===== config.mk =====
export PLATFORM = sky130hd
export DESIGN_NAME = iob_axistream_out_conv
export DESIGN_NICKNAME = d
export VERILOG_FILES = /design/src/rtl/iob_axistream_out_conv_pkg.sv /design/src/rtl/iob_axistream_out_unpack.sv /design/src/rtl/iob_axistream_out_conv.sv
export SDC_FILE = /design/constraint.sdc
export NUM_CORES = 1
export LEC_CHECK = 0
export CAP_MARGIN = 5
export CORE_MARGIN = 1.5
export CORE_UTILIZATION = 55
export DETAILED_ROUTE_END_ITERATION = 10
export GPL_TIMING_DRIVEN = 0
export PLACE_DENSITY = 0.74
export SYNTH_ARGS = -nofsm -noshare
export SYNTH_HDL_FRONTEND = slang
export SYNTH_SLANG_ARGS = --single-unit

===== constraint.sdc =====
create_clock -name clk -period 7.4 [get_ports clk]
set_clock_uncertainty 0.2 [all_clocks]
set_input_delay 1.85 -clock clk [delete_from_list [all_inputs] [get_ports clk]]
set_output_delay 1.85 -clock clk [all_outputs]
set_load 0.02 [all_outputs]

===== src/rtl/iob_axistream_out_conv_pkg.sv =====
// Shared constants for the AXI-Stream output converter: FSM encodings and lane-width helper.
package iob_axistream_out_conv_pkg;

    localparam logic [0:0] ST_IDLE = 1'b0;
    localparam logic [0:0] ST_SEND = 1'b1;

    // Lane index width, never narrower than one bit so N==1 still has a port.
    function automatic int unsigned lane_w_f(input int unsigned n_lanes);
        return (n_lanes <= 1) ? 1 : $clog2(n_lanes);
    endfunction

endpackage


===== src/rtl/iob_axistream_out_unpack.sv =====
// Unpacker: holds one FIFO word and walks its valid lanes onto the AXIS beat interface.
// Lane order reverses when IOB_AXISTREAM_OUT_CONV_MSB_FIRST_EN is defined.
module iob_axistream_out_unpack
    import iob_axistream_out_conv_pkg::*;
#(
    parameter int unsigned DATA_W  = 32,
    parameter int unsigned TDATA_W = 8,
    localparam int unsigned N_LANES = DATA_W / TDATA_W,
    localparam int unsigned LANE_W  = lane_w_f(N_LANES)
) (
    input  logic                     clk,
    input  logic                     rst,
    input  logic                     soft_rst,
    input  logic                     fifo_empty,
    input  logic [DATA_W+LANE_W:0]   fifo_rdata,
    output logic                     pop_c,
    input  logic                     tready,
    output logic [TDATA_W-1:0]       tdata,
    output logic                     tvalid,
    output logic                     tlast,
    output logic                     busy
);

    logic [0:0]        state, state_nxt;
    logic [DATA_W-1:0] hold_data;
    logic [LANE_W-1:0] hold_end;
    logic              hold_last;
    logic [LANE_W-1:0] lane, lane_nxt;
    logic              load_c;
    logic              final_c;
    logic [LANE_W-1:0] start_c;
    logic [LANE_W-1:0] step_c;

    logic [DATA_W-1:0] rd_data;
    logic [LANE_W-1:0] rd_end;
    logic              rd_last;

    assign rd_data = fifo_rdata[DATA_W-1:0];
    assign rd_end  = fifo_rdata[DATA_W +: LANE_W];
    assign rd_last = fifo_rdata[DATA_W+LANE_W];

`ifdef IOB_AXISTREAM_OUT_CONV_MSB_FIRST_EN
    assign start_c = rd_end;
    assign final_c = (lane == '0);
    assign step_c  = lane - LANE_W'(1);
`else
    assign start_c = '0;
    assign final_c = (lane == hold_end);
    assign step_c  = lane + LANE_W'(1);
`endif

    // Next-state: a word is popped on entry from IDLE and straight after each final lane.
    always_comb begin
        state_nxt = state;
        lane_nxt  = lane;
        load_c    = 1'b0;
        pop_c     = 1'b0;
        case (state)
            ST_IDLE: begin
                if (!fifo_empty) begin
                    pop_c     = 1'b1;
                    load_c    = 1'b1;
                    state_nxt = ST_SEND;
                end
            end
            ST_SEND: begin
                if (tready) begin
                    if (final_c) begin
                        if (!fifo_empty) begin
                            pop_c  = 1'b1;
                            load_c = 1'b1;
                        end else begin
                            state_nxt = ST_IDLE;
                        end
                    end else begin
                        lane_nxt = step_c;
                    end
                end
            end
            default: state_nxt = ST_IDLE;
        endcase
        if (load_c) begin
            lane_nxt = start_c;
        end
    end

    always_ff @(posedge clk or posedge rst) begin
        if (rst) begin
            state     <= ST_IDLE;
            lane      <= '0;
            hold_data <= '0;
            hold_end  <= '0;
            hold_last <= 1'b0;
        end else if (soft_rst) begin
            state     <= ST_IDLE;
            lane      <= '0;
            hold_data <= '0;
            hold_end  <= '0;
            hold_last <= 1'b0;
        end else begin
            state <= state_nxt;
            lane  <= lane_nxt;
            if (load_c) begin
                hold_data <= rd_data;
                hold_end  <= rd_end;
                hold_last <= rd_last;
            end
        end
    end

    // Beat outputs decode registers only; tready never reaches tvalid.
    assign tvalid = (state == ST_SEND);
    assign tdata  = hold_data[32'(lane) * TDATA_W +: TDATA_W];
    assign tlast  = hold_last & final_c;
    assign busy   = (state == ST_SEND);

endmodule


===== src/rtl/iob_axistream_out_conv.sv =====
// CPU-to-AXI-Stream output stage: register-array FIFO of words feeding the lane unpacker.
// Optional macro: IOB_AXISTREAM_OUT_CONV_MSB_FIRST_EN (highest valid lane emitted first).
module iob_axistream_out_conv
    import iob_axistream_out_conv_pkg::*;
#(
    parameter int unsigned DATA_W      = 32,
    parameter int unsigned TDATA_W     = 8,
    parameter int unsigned FIFO_ADDR_W = 4,
    localparam int unsigned N_LANES = DATA_W / TDATA_W,
    localparam int unsigned LANE_W  = lane_w_f(N_LANES)
) (
    input  logic                   clk,
    input  logic                   rst,
    input  logic                   soft_rst,
    input  logic                   in_valid,
    output logic                   in_ready,
    input  logic [DATA_W-1:0]      in_data,
    input  logic                   in_last,
    input  logic [LANE_W-1:0]      in_nlanes,
    output logic [TDATA_W-1:0]     tdata,
    output logic                   tvalid,
    input  logic                   tready,
    output logic                   tlast,
    output logic [FIFO_ADDR_W:0]   level,
    output logic                   empty
);

    localparam int unsigned ENTRY_W = DATA_W + LANE_W + 1;
    localparam int unsigned DEPTH   = 2 ** FIFO_ADDR_W;

    logic [ENTRY_W-1:0]     mem [DEPTH];
    logic [FIFO_ADDR_W-1:0] wptr, rptr;
    logic                   full_c, fifo_empty_c, push_c, pop_c, busy;
    logic [LANE_W-1:0]      end_c;

    assign full_c       = (level == (FIFO_ADDR_W+1)'(DEPTH));
    assign fifo_empty_c = (level == '0);
    assign in_ready     = ~full_c;
    assign push_c       = in_valid & ~full_c;
    assign end_c        = (N_LANES == 1) ? '0 : (in_last ? in_nlanes : LANE_W'(N_LANES - 1));
    assign empty        = fifo_empty_c & ~busy;

    // Pointers and occupancy; soft_rst overrides any push/pop in the same cycle.
    always_ff @(posedge clk or posedge rst) begin
        if (rst) begin
            wptr  <= '0;
            rptr  <= '0;
            level <= '0;
        end else if (soft_rst) begin
            wptr  <= '0;
            rptr  <= '0;
            level <= '0;
        end else begin
            if (push_c) begin
                wptr <= wptr + FIFO_ADDR_W'(1);
            end
            if (pop_c) begin
                rptr <= rptr + FIFO_ADDR_W'(1);
            end
            level <= level + (FIFO_ADDR_W+1)'(push_c) - (FIFO_ADDR_W+1)'(pop_c);
        end
    end

    always_ff @(posedge clk) begin
        if (push_c && !soft_rst) begin
            mem[wptr] <= {in_last, end_c, in_data};
        end
    end

    iob_axistream_out_unpack #(
        .DATA_W  (DATA_W),
        .TDATA_W (TDATA_W)
    ) u_unpack (
        .clk        (clk),
        .rst        (rst),
        .soft_rst   (soft_rst),
        .fifo_empty (fifo_empty_c),
        .fifo_rdata (mem[rptr]),
        .pop_c      (pop_c),
        .tready     (tready),
        .tdata      (tdata),
        .tvalid     (tvalid),
        .tlast      (tlast),
        .busy       (busy)
    );

endmodule

==> impl_metrics.ini <==
[clocking]
cts.repair.resized = 0
cts.sinks = 611
worstSkewPairLatency_ps = 610
cts_tree = built
clockBufferDepth = 3
cts-root-buf = clkbuf_16
clk_pin_slew_ps = 60
cts_htree_levels = 2
cts_setup_buffers = 0
cts_inserted_buffers = 59
cts_hold_buf = 0

[drt]
viasPerCell = 6.35
totalWireLength_um = 51900
drt_iter0_drc = 1184
dr.pass1.iters = 5
via_count = 11627
drcViolationCount = 0
ant_nets = 0
wl_per_cell_um = 28.4

[pwr]
p_leak_nw = 8.89
clock_power_share = 0.344
p_per_area_nw_per_um2 = 323
power_mw = 8.84
pwr-share-comb = 0.205
power.switching_mw = 2.26
p_sw_frac = 0.256
power_frac_seq = 0.451
p_int_mw = 6.58
peakVddDrop_uv = 225

[placement]
dp_slack_ps = 2480
dpl.hpwl_um = 33400
place_area_um2 = 25400
io_buffer_count = 55
dp_cells = 1718
gp_congestion = 0.826

[floorplanning]
core_area_um2 = 42000
die_w_um = 210
die_h_um = 210
die-area_um2 = 44000
io_pins = 57
rows = 75
initial_core_util = 0.559

[timing]
maxSlewHeadroom = 0.329
fmaxAchievable_mhz = 213
worst_hold_slack_ps = 307
post-route-min-period_ps = 4680
hold_viol = 0
setup_viol = 0
fin_ws_ps = 2720
tightest_slew_ps = 1000
slew_violations = 0
finalCritPeriodShare = 0.633
grt_setup_unrepaired = false

[setup_path]
cp_top_family = simple AND/OR/NAND/NOR gates
slowest_stage = clkdlybuf4s50_1
start_kind = register
cp_max_fo = 3
worst_ep_arrival_time_ps = 2630
max_stage_delay_ps = 620
path_cells = inv_1, ha_1, or4b_1, nor2_1, clkdlybuf4s50_1
critical_path_buf_inv_count = 2
end_kind = primary output
critPathKind = reg -> out
critPathRequiredTime_ps = 5350

[global_routing]
grt_usage = 0.244
grt_max_degree = 42
grt_pass1_wl_um = 76900
grt_pass1_vias = 11959
gr-total-overflow = 0
antenna_found_initial = 1

[finish]
final_nets = 1292
stdcell_count = 1830
syn_to_final_growth_pct = 16.4
drive_gt1_frac = 0.257
finalInstanceArea_um2 = 27400

[logic_synthesis]
post_synth_num_cell_types = 43
syn_area_um2 = 23500
avgSynthCellArea_um2 = 21.8
netlist_instances = 1078
synth_flop_cell = edfxtp_1
ys_seq_area_frac = 0.770
synth-edff-count = 560
ys_warn_count = 0
async_flop_share = 0.0835
synth.net_count = 1130
yosys_register_bits = 611

[run]
max_cap_viol_count = 0

[status]
status = finished clean

[worst_hold_path]
hp-class = reg -> reg
## cell usage in the layout, fill, tap and decap left out, types with 2 or more instances in the layout
cell type	synthesis	final
a21oi_1	7	7
clkbuf_1	28	49
nor3_2	1	9
nand2_1	42	42
buf_12	0	8
nor2_1	17	10
ha_1	11	11
edfxtp_1	560	560
clkbuf_8	0	2
buf_6	8	39
o31ai_1	2	2
buf_2	21	21
bufinv_16	0	8
clkinv_2	0	10
a22oi_1	70	70
buf_4	3	9
inv_1	12	11
nor3_1	11	3
dfrtp_1	51	51
clkbuf_16	0	61
nand3_1	7	7
xor2_1	5	5
mux4_2	148	148
clkinv_4	0	2
nand2b_1	3	3
clkinv_1	0	7
nor2_4	0	7
nor2b_1	7	7
clkdlybuf4s50_1	0	55
xnor2_1	6	6
a22o_1	36	36
and3_1	2	2
## cells in the mapped netlist, drive strengths merged (2+ instances only)
cell / n / area (µm²)
a21oi: 8 / 43.8
a22o: 36 / 315
a22oi: 70 / 526
and3: 2 / 12.5
buf: 33 / 221
clkbuf: 28 / 105
dfrtp: 51 / 1280
edfxtp: 560 / 16800
ha: 11 / 138
inv: 12 / 45.0
mux4: 148 / 3330
nand2: 42 / 158
nand2b: 3 / 18.8
nand3: 7 / 35.0
nor2: 17 / 63.8
nor2b: 7 / 43.8
nor3: 12 / 65.1
o31ai: 2 / 15.0
xnor2: 6 / 52.6
xor2: 5 / 43.8
## logic make-up after synthesis
logic type,count (synthesis),share of synthesized area
AOI/OAI and AO/OA,121,0.0398
xor gates and xnor gates,11,0.00410
adders and majority gates,12,0.00671
buffers and inverters,73,0.0158
DFF,611,0.770
muxes,149,0.142
and+or+nand+nor,101,0.0208
## power groups by stage
stage / registers [mW] / clock network [mW] / logic, mW
final: 3.98 / 3.04 / 1.81
after global placement: 4.06 / 0 / 1.76
after floorplan: 4.04 / 0 / 1.26
after global routing: 3.99 / 3.21 / 1.95
after detailed placement: 4.05 / 0 / 1.82
after CTS: 3.98 / 3.07 / 1.83
## path summary, 6_finish.rpt
path	slack, ps	to	cells past startpoint	startpoint
setup / recovery	2720	empty	5	level[3]
hold / removal	310	u_unpack.hold_data[30]	1	u_unpack.hold_data[30]
setup reg to reg	3850	level[4]	13	level[3]
hold reg to reg	310	u_unpack.hold_data[30]	1	u_unpack.hold_data[30]
max in group asynchronous	5140	u_unpack.hold_data[19]	3	rst
min in group asynchronous	1320	wptr[2]	2	rst
## metal layers
layer,vias up,global-route usage,wire [µm]
li1,4867,-,-
met1,6138,0.332,20500
met2,511,0.391,25400
met3,109,0.0602,4250
met4,2,0.0873,1710
met5,-,0,17
## sequential cells by signal (all words and copies together) (netlist names)
name and flops:
wptr 4, u_unpack.hold_end 2, rptr 4, u_unpack.hold_data 32
u_unpack.lane 2, mem 560, u_unpack.hold_last 1, u_unpack.busy 1
level 5
## metrics by stage
step / setup TNS (ps) / utilization
final: 0 / 0.651
after global routing: 0 / 0.651
after CTS: 0 / 0.651
after detailed placement: 0 / 0.604
after global placement: -420930 / 0.588
after floorplan: 0 / -
## layout make-up
class,instances,area (µm²)
sequential,611,18100
fill,2716,14700
multi-input combinational,394,5120
clock buffer,84,1630
timing repair buffer,101,1120
tap,539,674
clock inverter,27,334
buffer,61,327
inverter,12,45.0
antenna,1,2.50
Power figures use the tool's default switching activity.
